===== src/rtl/chess_pkg.sv =====
// Shared chess-project definitions: piece codes, board/screen geometry and the
// redraw engine's FSM states.
package chess_pkg;

    localparam int SQ_PX         = 30;
    localparam int SPRITE_WORDS  = SQ_PX * SQ_PX;
    localparam int BOARD_DIM     = 8;
    localparam int BOARD_SQUARES = BOARD_DIM * BOARD_DIM;
    localparam int BOARD_PX      = BOARD_DIM * SQ_PX;
    localparam int SCREEN_W      = 320;
    localparam int SCREEN_H      = 240;

    typedef enum logic [3:0] {
        P_EMPTY    = 4'd0,
        P_B_PAWN   = 4'd1,
        P_B_KNIGHT = 4'd2,
        P_B_BISHOP = 4'd3,
        P_B_ROOK   = 4'd4,
        P_B_QUEEN  = 4'd5,
        P_B_KING   = 4'd6,
        P_W_PAWN   = 4'd7,
        P_W_KNIGHT = 4'd8,
        P_W_BISHOP = 4'd9,
        P_W_ROOK   = 4'd10,
        P_W_QUEEN  = 4'd11,
        P_W_KING   = 4'd12
    } piece_e;

    localparam logic [3:0] PIECE_INVALID = 4'hF;

    typedef enum logic [1:0] {
        S_ADDR,
        S_READ,
        S_DRAW,
        S_FLUSH
    } state_e;

    // Codes 0 and 13..15 have no sprite and render as a bare square.
    function automatic logic piece_has_sprite(input logic [3:0] piece);
        return (piece >= 4'd1) && (piece <= 4'd12);
    endfunction

endpackage


===== src/rtl/square_pixel_counter.sv =====
// Column/row raster counter over one square, column fastest, wrapping to (0,0)
// after the last pixel.
module square_pixel_counter
    import chess_pkg::*;
(
    input  logic       clk,
    input  logic       resetn,
    input  logic       en,
    output logic [4:0] col,
    output logic [4:0] row,
    output logic       last
);

    localparam logic [4:0] MAX = 5'(SQ_PX - 1);

    assign last = (col == MAX) && (row == MAX);

    always_ff @(posedge clk or negedge resetn) begin
        if (!resetn) begin
            col <= '0;
            row <= '0;
        end else if (en) begin
            if (col == MAX) begin
                col <= '0;
                row <= (row == MAX) ? '0 : row + 5'd1;
            end else begin
                col <= col + 5'd1;
            end
        end
    end

endmodule


===== src/rtl/board_redraw_engine.sv =====
// Incremental board renderer: scans the 64 squares, compares each against a
// shadow copy and streams 900 pixels for every square that changed.
module board_redraw_engine
    import chess_pkg::*;
#(
    parameter int BOARD_X0 = 40,
    parameter int SQ_PX    = 30
) (
    input  logic        clk,
    input  logic        resetn,
    input  logic        can_render,
    input  logic        redraw_all,
    input  logic [2:0]  box_x,
    input  logic [2:0]  box_y,
    output logic [2:0]  view_x,
    output logic [2:0]  view_y,
    input  logic [3:0]  data_out_view,
    output logic [13:0] sprite_addr,
    input  logic [1:0]  sprite_data,
    output logic [8:0]  x,
    output logic [7:0]  y,
    output logic        colour,
    output logic        plot,
    output logic        busy,
    output logic        scan_wrap
);

    state_e      state;
    logic [5:0]  sq;
    logic [4:0]  shadow [BOARD_SQUARES];
    logic [3:0]  draw_piece;
    logic        draw_cur;
    logic [2:0]  draw_bx;
    logic [2:0]  draw_by;
    logic [13:0] draw_base;
    logic [4:0]  col;
    logic [4:0]  row;
    logic        last;
    logic        vld_p1;
    logic [4:0]  col_p1;
    logic [4:0]  row_p1;
    logic        is_cur;
    logic        dirty;
    logic        advance;

    function automatic logic [13:0] sprite_base(input logic [3:0] piece);
        if (!piece_has_sprite(piece))
            return '0;
        return 14'(piece - 4'd1) * 14'(SPRITE_WORDS);
    endfunction

    // Cursor frame beats the sprite; an opaque sprite texel beats the square shade.
    function automatic logic pix_colour(input logic [3:0] piece, input logic cur,
                                        input logic [2:0] bx, input logic [2:0] by,
                                        input logic [4:0] c, input logic [4:0] r,
                                        input logic [1:0] spr);
        logic shade;
        logic edge_px;
        shade   = ~(bx[0] ^ by[0]);
        edge_px = (c == 5'd0) || (r == 5'd0) || (c == 5'(SQ_PX - 1)) || (r == 5'(SQ_PX - 1));
        if (cur && edge_px)
            return ~shade;
        if (piece_has_sprite(piece) && spr[1])
            return spr[0];
        return shade;
    endfunction

    assign view_x  = sq[2:0];
    assign view_y  = sq[5:3];
    assign is_cur  = (sq[2:0] == box_x) && (sq[5:3] == box_y);
    assign dirty   = {data_out_view, is_cur} != shadow[sq];
    assign advance = ((state == S_READ) && !dirty) || (state == S_FLUSH);

    assign sprite_addr = ((state == S_DRAW) && piece_has_sprite(draw_piece))
                       ? draw_base + 14'(row) * 14'(SQ_PX) + 14'(col) : '0;

    square_pixel_counter u_pix_cnt (
        .clk    (clk),
        .resetn (resetn),
        .en     (state == S_DRAW),
        .col    (col),
        .row    (row),
        .last   (last)
    );

    always_ff @(posedge clk or negedge resetn) begin
        if (!resetn) begin
            state     <= S_ADDR;
            sq        <= '0;
            busy      <= 1'b0;
            scan_wrap <= 1'b0;
        end else begin
            scan_wrap <= advance && (sq == 6'd63);
            if (advance)
                sq <= sq + 6'd1;
            case (state)
                S_ADDR: if (can_render) state <= S_READ;
                S_READ: begin
                    if (dirty) begin
                        state <= S_DRAW;
                        busy  <= 1'b1;
                    end else begin
                        state <= S_ADDR;
                    end
                end
                S_DRAW: if (last) state <= S_FLUSH;
                S_FLUSH: begin
                    state <= S_ADDR;
                    busy  <= 1'b0;
                end
                default: state <= S_ADDR;
            endcase
        end
    end

    // A redraw_all in the same cycle as a shadow update wins, so that entry stays invalid.
    always_ff @(posedge clk or negedge resetn) begin
        if (!resetn) begin
            for (int i = 0; i < BOARD_SQUARES; i++)
                shadow[i] <= {PIECE_INVALID, 1'b0};
        end else if (redraw_all) begin
            for (int i = 0; i < BOARD_SQUARES; i++)
                shadow[i] <= {PIECE_INVALID, 1'b0};
        end else if ((state == S_READ) && dirty) begin
            shadow[sq] <= {data_out_view, is_cur};
        end
    end

    always_ff @(posedge clk) begin
        if ((state == S_READ) && dirty) begin
            draw_piece <= data_out_view;
            draw_cur   <= is_cur;
            draw_bx    <= sq[2:0];
            draw_by    <= sq[5:3];
            draw_base  <= sprite_base(data_out_view);
        end
    end

    // p1: sprite ROM word arrives; pixel coordinates delayed to meet it
    always_ff @(posedge clk) begin
        col_p1 <= col;
        row_p1 <= row;
    end

    // Output stage: registered plot strobe with coordinates and colour
    always_ff @(posedge clk or negedge resetn) begin
        if (!resetn) begin
            vld_p1 <= 1'b0;
            plot   <= 1'b0;
            x      <= '0;
            y      <= '0;
            colour <= 1'b0;
        end else begin
            vld_p1 <= (state == S_DRAW);
            plot   <= vld_p1;
            if (vld_p1) begin
                x      <= 9'(BOARD_X0) + 9'(draw_bx) * 9'(SQ_PX) + 9'(col_p1);
                y      <= 8'(draw_by) * 8'(SQ_PX) + 8'(row_p1);
                colour <= pix_colour(draw_piece, draw_cur, draw_bx, draw_by,
                                     col_p1, row_p1, sprite_data);
            end
        end
    end

endmodule

===== config.mk =====
export PLATFORM = sky130hd
export DESIGN_NAME = board_redraw_engine
export DESIGN_NICKNAME = d
export VERILOG_FILES = /design/src/rtl/chess_pkg.sv /design/src/rtl/square_pixel_counter.sv /design/src/rtl/board_redraw_engine.sv
export SDC_FILE = /design/constraint.sdc
export NUM_CORES = 1
export LEC_CHECK = 0
export BUFFER_PORTS_ARGS = -buffer_cell sky130_fd_sc_hd__buf_2
export CORE_AREA = 5 5 208 210
export CTS_CLUSTER_SIZE = 28
export DETAILED_ROUTE_END_ITERATION = 8
export DIE_AREA = 0 0 213 215
export PLACE_DENSITY = 0.71
export RECOVER_POWER = 50
export SYNTH_ARGS = -nofsm -noshare
export SYNTH_HDL_FRONTEND = slang
export SYNTH_HIERARCHICAL = 1
export SYNTH_SLANG_ARGS = --single-unit

===== constraint.sdc =====
create_clock -name clk -period 9 [get_ports clk]
set_input_delay 1.8 -clock clk [delete_from_list [all_inputs] [get_ports clk]]
set_output_delay 1.8 -clock clk [all_outputs]
set_load 0.05 [all_outputs]

==> results.py, run 1 <==
metrics = {
    "status": {
        "status": "complete, but fails checks",
        "violations": "capacitance limit, slew limit",
    },
    "floorplanning": {
        "core_mm2": 0.04138,
        "num_io_pins": 57,
        "dieArea_mm2": 0.04580,
        "start_util_pct": 53.75,
        "die_y_um": 215,
        "rows": 75,
        "die_w_um": 213,
    },
    "global_route": {
        "grt_util_met1_pct": 33.38,
        "track_usage_pct": 24.12,
        "grt_pass1_vias": 15760,
        "grt_max_degree": 145,
        "antenna_found_initial": 0,
        "grtUsageMet3_pct": 3.792,
        "grt_pass1_wl_mm": 88.48,
        "grt-ovfl-total": 0,
        "use_met2_pct": 38.94,
        "top_usage_layer": "met2",
    },
    "clock_network": {
        "cts_max_level": 2,
        "cts_hold_buf": 0,
        "clockBufferDepth": 3,
        "cts_made_buffers": 43,
        "cts_tree": "yes",
        "numClockSinks": 393,
        "clk_latency_ns": 0.56,
        "clock-root-buffer": "clkbuf_16",
        "clk_pin_slew_ns": 0.06,
        "ctsResizeCount": 0,
        "post-cts-setup-buffer-count": 0,
    },
    "setup_path": {
        "r2r_start": "sq[0]",
        "rr_endpoint": "shadow[187]",
        "ff2ff_setup_slack_ns": 2.00,
        "cp.arrival_ns": 5.32,
        "r2r_cells": 11,
        "start_kind": "flop",
        "critPathRequiredTime_ns": 7.20,
        "cp-end-kind": "output port",
        "worst-path-max-fanout": 9,
        "worstSetupPathType": "reg2out",
    },
    "power_and_ir_drop": {
        "ir_worst_vdd_v": 0.0001496,
        "p_sw_mw": 2.356,
        "intPower_mw": 3.743,
        "clockPowerShare_pct": 29.1,
        "leakagePower_nw": 11.50,
        "combPwrFrac_pct": 35.5,
        "switching_share_pct": 38.63,
        "p_per_area_mw_per_mm2": 253.0,
        "power_mw": 6.099,
        "seq_power_share_pct": 35.4,
    },
    "sta": {
        "clock-skew-final_ns": 0.01807,
        "setup_tns_ns": 0,
        "maxSlewHeadroom_pct": -127.7,
        "fmax_mhz": 140.5,
        "finalCritPeriodShare_pct": 79.09,
        "period_needed_ns": 7.118,
        "hold_viol": 0,
        "grt_setup_unrepaired": "no",
        "finalSetupViolations": 0,
        "worstMarginPinSlew_ns": 3.415,
        "fin_ws_ns": 1.882,
        "drv_slew": 294,
    },
    "layout": {
        "final_area_mm2": 0.02410,
        "final_util_pct": 58.24,
        "fin_nets": 2055,
        "diodes": 0,
        "syn_to_final_growth_pct": 8.359,
        "mostFrequentLayoutCells": "mux2i_1, nor2_1, dfstp_2",
        "final_common_cell": "mux2i_1",
        "drive_gt1_share_pct": 25.79,
    },
    "logic_synthesis": {
        "seq_area_frac_synth_pct": 45.94,
        "syn_nets": 2085,
        "syn_avg_cell_area_um2": 11.31,
        "synth_cells": 1967,
        "yosysWarnings": 6,
        "synth.ff_latch_count": 393,
        "async_reset_ff_share_pct": 91.60,
        "syn_area_mm2": 0.02224,
        "synth_edf_count": 23,
        "ys.flop_type": "dfstp_2",
        "ys_types": 72,
    },
    "route": {
        "post-route-drc-count": 0,
        "drt_iter0_drc": 1473,
        "ant_nets": 0,
        "wire_per_inst_um": 21.95,
        "route.vias.total": 15200,
        "avgViaCountPerCell": 6.057,
        "routed_wl_mm": 55.08,
        "dr.pass1.iters": 6,
    },
    "worst_hold_path": {
        "min_path_cells": 1,
        "min_path_type": "reg2reg",
        "hold_path_end": "y[0]",
        "min-delay-start": "y[0]",
    },
    "place": {
        "dp_hpwl_mm": 35.12,
        "gp_congestion": 0.8938,
        "pre_cts_slack_ns": 2.439,
        "postPlaceCellArea_mm2": 0.02274,
        "port_buffers": 56,
    },
    "run": {
        "drv_cap": 4,
    },
}
worst max-delay path by stage:
stage / endpoint / startpoint
detailed placement: sprite_addr[11] / u_pix_cnt/row[0]
CTS: sprite_addr[11] / u_pix_cnt/row[0]
finish: sprite_addr[11] / u_pix_cnt/row[0]
global route: shadow[187] / sq[0]
floorplan: sprite_addr[12] / u_pix_cnt/row[0]
global placement: sprite_addr[11] / u_pix_cnt/row[0]
synth_stat cells, drive strengths merged, types with 48 or more instances:
master,count,share of area (%)
ha,77,4.3
mux4,48,4.9
nand3,49,1.1
mux2i,356,16
a21oi,52,1.2
dfstp,256,30
clkbuf,97,1.6
nand2b,72,2.0
dfrtp,104,12
buf,61,1.8
inv,78,1.3
nor2,307,5.2
stage by stage:
| step | cells | hold WS [ns] |
|---|---|---|
| global placement | 2431 | 0.4850 |
| floorplan | 1967 | 0.3519 |
| detailed placement | 2431 | 0.4967 |
| finish | 2509 | 0.5028 |
| CTS | 2509 | 0.5095 |
| global route | 2509 | 0.5162 |
kinds of logic (layout without fill, tap and decap cells):
| family | count (synthesis) | after routing | synth area share (%) |
|---|---|---|---|
| buffers and inverters | 237 | 240 | 4.725 |
| xor gates and xnor gates | 49 | 49 | 1.929 |
| DFF | 393 | 393 | 45.94 |
| AOI/OAI and AO/OA | 179 | 179 | 5.490 |
| and+or+nand+nor | 567 | 567 | 12.63 |
| muxes | 440 | 440 | 22.70 |
| adders and majority gates | 102 | 102 | 6.581 |
layer usage:
| metal | share of wire [%] | up-vias | routed length (um) |
|---|---|---|---|
| met5 | 0 | - | 0 |
| met4 | 3.5 | 0 | 1905 |
| met3 | 6.3 | 126 | 3493 |
| met2 | 48 | 508 | 26580 |
| met1 | 42 | 7763 | 23100 |
| li1 | - | 6799 | - |
power groups by stage:
stage                     Combinational (mW)  Sequential [mW]  Clock [mW]
after global routing                    2.34             2.18        1.88
after detailed placement                2.15             2.19           0
after floorplan                         1.54             2.21           0
after CTS                               2.17             2.16        1.81
final                                   2.16             2.16        1.78
after global placement                  2.12             2.18           0
area by class of cell:
class                      instances  area, um^2
sequential                       393       10230
inverter                          79       296.5
multi-input combinational       1337       11020
clock buffer                      56        1186
clock inverter                    22       219.0
timing repair buffer              83       481.7
fill                            3363       17280
tap                              539       674.4
sequential cells by signal, indices dropped and copies added, names as in the netlist, named ones only:
name           flops
plot               1
draw_cur           1
y                  8
scan_wrap          1
state              1
x                  9
draw_bx            3
draw_base         12
sq                 6
busy               1
col_p1             5
u_pix_cnt/row      5
u_pix_cnt/col      5
draw_by            3
draw_piece         4
vld_p1             1
row_p1             5
colour             1
shadow           320
worst max-delay path, stage by stage (launching register included):
cell and delay (ns):
dfrtp_1 0.49, fa_1 0.56, fa_1 0.53, inv_1 0.07, fa_1 0.48, fa_1 0.49, inv_1 0.04, ha_1 0.33
a21oi_1 0.21, o21bai_1 0.09, a21oi_1 0.22, o21bai_1 0.08, a21oi_1 0.29, o21bai_1 0.13, a21oi_1 0.21, mux2_2 0.35
buf_2 0.21
(Power assumes the default switching activity.)
==> inputs of run 2 (changes only) <==
ABC_AREA = 1   (was unset)
CORE_AREA = 5 5 222 224   (was 5 5 208 210)
DIE_AREA = 0 0 227 229   (was 0 0 213 215)
clock period = 7.1 ns   (was 9 ns; I/O delays follow)
==> run 2 against run 1 <==
The flow still finishes with violations (capacitance limit, slew limit). Clock-buffer cell count grew 9. Via count grew 53%. Register-to-register slack lost 1.2 ns. Hold slack lost 0.031 ns. Sequential share of layout area shrank 5.1 points. Core utilization shrank 0.11 points. First-iteration DRC count grew 41%.
==> results.py, run 2 <==
metrics = {
    "global_route": {
        "track_usage_pct": 27.56,
        "grt_util_met1_pct": 36.92,
        "grt_pass1_wl_mm": 116.8,
        "grt_pass1_vias": 21950,
        "use_met2_pct": 44.89,
        "grt-ovfl-total": 0,
        "grt_max_degree": 288,
        "antenna_found_initial": 0,
        "grtUsageMet3_pct": 5.161,
        "top_usage_layer": "met2",
    },
    "setup_path": {
        "start_kind": "flop",
        "r2r_start": "sq[0]",
        "worst-path-max-fanout": 8,
        "cp-end-kind": "output port",
        "critPathRequiredTime_ns": 5.68,
        "crit_path_start": "u_pix_cnt/row[1]",
        "worstSetupPathType": "reg2out",
        "cp.arrival_ns": 5.32,
    },
    "power_and_ir_drop": {
        "ir_worst_vdd_v": 0.0003734,
        "p_per_area_mw_per_mm2": 330.6,
        "leakagePower_nw": 13.44,
    },
    "floorplanning": {
        "num_io_pins": 57,
        "start_util_pct": 54.17,
        "rows": 80,
        "die_y_um": 229,
        "die_w_um": 227,
        "core_mm2": 0.04715,
        "dieArea_mm2": 0.05198,
    },
    "place": {
        "postPlaceCellArea_mm2": 0.02601,
        "dp_hpwl_mm": 44.46,
        "gp_congestion": 0.8936,
        "port_buffers": 56,
        "dp_cells": 4018,
    },
    "layout": {
        "final_util_pct": 58.13,
        "fin_nets": 3568,
        "drive_gt1_share_pct": 15.76,
        "largest_registers": "shadow x320, draw_base x12, x x9",
        "multi_input_area_mm2": 0.01320,
        "syn_to_final_growth_pct": 7.315,
        "fillers": 4368,
        "diodes": 0,
        "mostFrequentLayoutCells": "nand2_1, nand3_1, inv_1",
        "largest_register_ffs": 320,
        "final_area_mm2": 0.02741,
        "largest_register": "shadow",
        "seqCellArea_mm2": 0.01022,
        "stdcell_count": 4099,
        "final_common_cell": "nand2_1",
    },
    "status": {
        "status": "complete, but fails checks",
        "violations": "capacitance limit, slew limit",
    },
    "worst_hold_path": {
        "min_path_type": "reg2reg",
        "min-delay-start": "x[4]",
    },
    "clock_network": {
        "cts_made_buffers": 45,
        "clk_pin_slew_ns": 0.05,
        "cts_tree": "yes",
        "cts_hold_buf": 0,
        "cts_max_level": 2,
        "clock-root-buffer": "clkbuf_16",
        "clockBufferDepth": 3,
        "clk_latency_ns": 0.58,
        "numClockSinks": 393,
    },
    "sta": {
        "hold_viol": 0,
        "grt_setup_unrepaired": "no",
        "maxSlewHeadroom_pct": -236.6,
        "finalCritPeriodShare_pct": 94.88,
        "finalSetupViolations": 0,
        "period_needed_ns": 6.736,
        "setup_tns_ns": 0,
        "fmax_mhz": 148.5,
        "worstMarginPinSlew_ns": 5.049,
        "drv_slew": 214,
        "clock-skew-final_ns": 0.01681,
    },
    "logic_synthesis": {
        "synth.ff_latch_count": 393,
        "yosysMostFrequentCell": "nand2_1",
        "seq_area_frac_synth_pct": 40.02,
        "synth.top_cells.by_area": "dfstp_2, nand2_1, dfrtp_1, nand3_1, o21ai_0",
        "ys_types": 46,
        "ys.flop_type": "dfstp_2",
        "async_reset_ff_share_pct": 91.60,
        "yosysWarnings": 6,
        "syn_area_mm2": 0.02554,
        "syn_nets": 3625,
        "synth_edf_count": 23,
        "synth_top_area_share_pct": 26.34,
        "synth_commonest_cells": "nand2_1, nand3_1, inv_1, o21ai_0, dfstp_2",
        "syn_avg_cell_area_um2": 7.282,
        "post-synth-top-area-cell": "dfstp_2",
        "synth_cells": 3507,
    },
    "route": {
        "wire_per_inst_um": 17.70,
        "drt_iter0_drc": 2079,
        "post-route-drc-count": 0,
        "dr.pass1.iters": 6,
        "routed_wl_mm": 72.57,
        "route.vias.total": 23210,
        "avgViaCountPerCell": 5.662,
        "ant_nets": 0,
    },
    "run": {
        "drv_cap": 4,
    },
}
==> run 2: metrics by stage <==
stage | total power [mW] | worst slack (ns) | hold slack [ns]
after floorplan | 5.707 | 0.8060 | 0.3519
after global placement | 6.665 | 0.8202 | 0.4491
after detailed placement | 6.741 | 0.7936 | 0.4608
after CTS | 9.066 | 0.1625 | 0.4752
after global routing | 9.609 | 0.02129 | 0.4868
final | 9.061 | 0.3638 | 0.4716
==> run 2: worst max-delay path: stages, from the launching register on <==
cell and delay (ns):
dfrtp_1 0.50, inv_1 0.11, fa_1 0.51, fa_1 0.52, inv_1 0.04, ha_1 0.34
a21oi_1 0.16, nand2_1 0.09, a21o_1 0.16, a21oi_1 0.15, xnor2_1 0.14, ha_1 0.26
ha_1 0.33, nand2_1 0.08, nor2_1 0.12, a211oi_1 0.06, nand2_1 0.09, nand2_1 0.07
nand2_1 0.06, a21oi_1 0.06, or2_2 0.29, nor2_1 0.12, o21ai_0 0.08, a21oi_1 0.16
clkbuf_4 0.25
==> run 2: final cells by class <==
class                      instances  area share (%)
inverter                         315           4.360
tap                              615           2.808
clock inverter                    16          0.4748
sequential                       393           37.30
multi-input combinational       2606           48.15
timing repair buffer              89           2.159
clock buffer                      65           4.748
==> run 2: power breakdown <==
group          switching (mW)  internal (mW)
registers               0.290           2.68
clock network           0.961           1.34
logic                    2.78           1.01
==> run 2: repair_timing <==
| item | 4_1_cts | 5_1_grt |
|---|---|---|
| setup endpoints to repair | 0 | 2 |
| buffers inserted | 0 | 0 |
| gates resized for setup | 0 | 4 |
==> run 2: final timing paths <==
check / end / slack [ns] / cells past startpoint
worst min register to register: x[4] / 0.47 / 2
max in group asynchronous: u_pix_cnt/row[3] / 0.95 / 1
worst max register to register: shadow[285] / 0.83 / 17
worst min-delay path: x[4] / 0.47 / 2
worst max-delay path: sprite_addr[13] / 0.36 / 24
min in group asynchronous: shadow[115] / 2.88 / 1
==> run 2: logic make-up (layout without fill, tap and decap cells) <==
| group | after synthesis | count (layout) | share of synthesized area [%] |
|---|---|---|---|
| buf+inv | 508 | 485 | 8.363 |
| compound gates | 390 | 390 | 7.834 |
| simple gates | 2082 | 2082 | 36.95 |
| mux | 1 | 1 | 0.03920 |
| xor+xnor | 31 | 31 | 1.063 |
| fa+ha+maj | 102 | 102 | 5.732 |
| flops | 393 | 393 | 40.02 |
==> run 2: per-layer routing <==
layer / up-vias / part of all wire [%]
met5: - / 0
li1: 11120 / -
met2: 925 / 47
met3: 182 / 8.7
met4: 0 / 4.0
met1: 10980 / 41
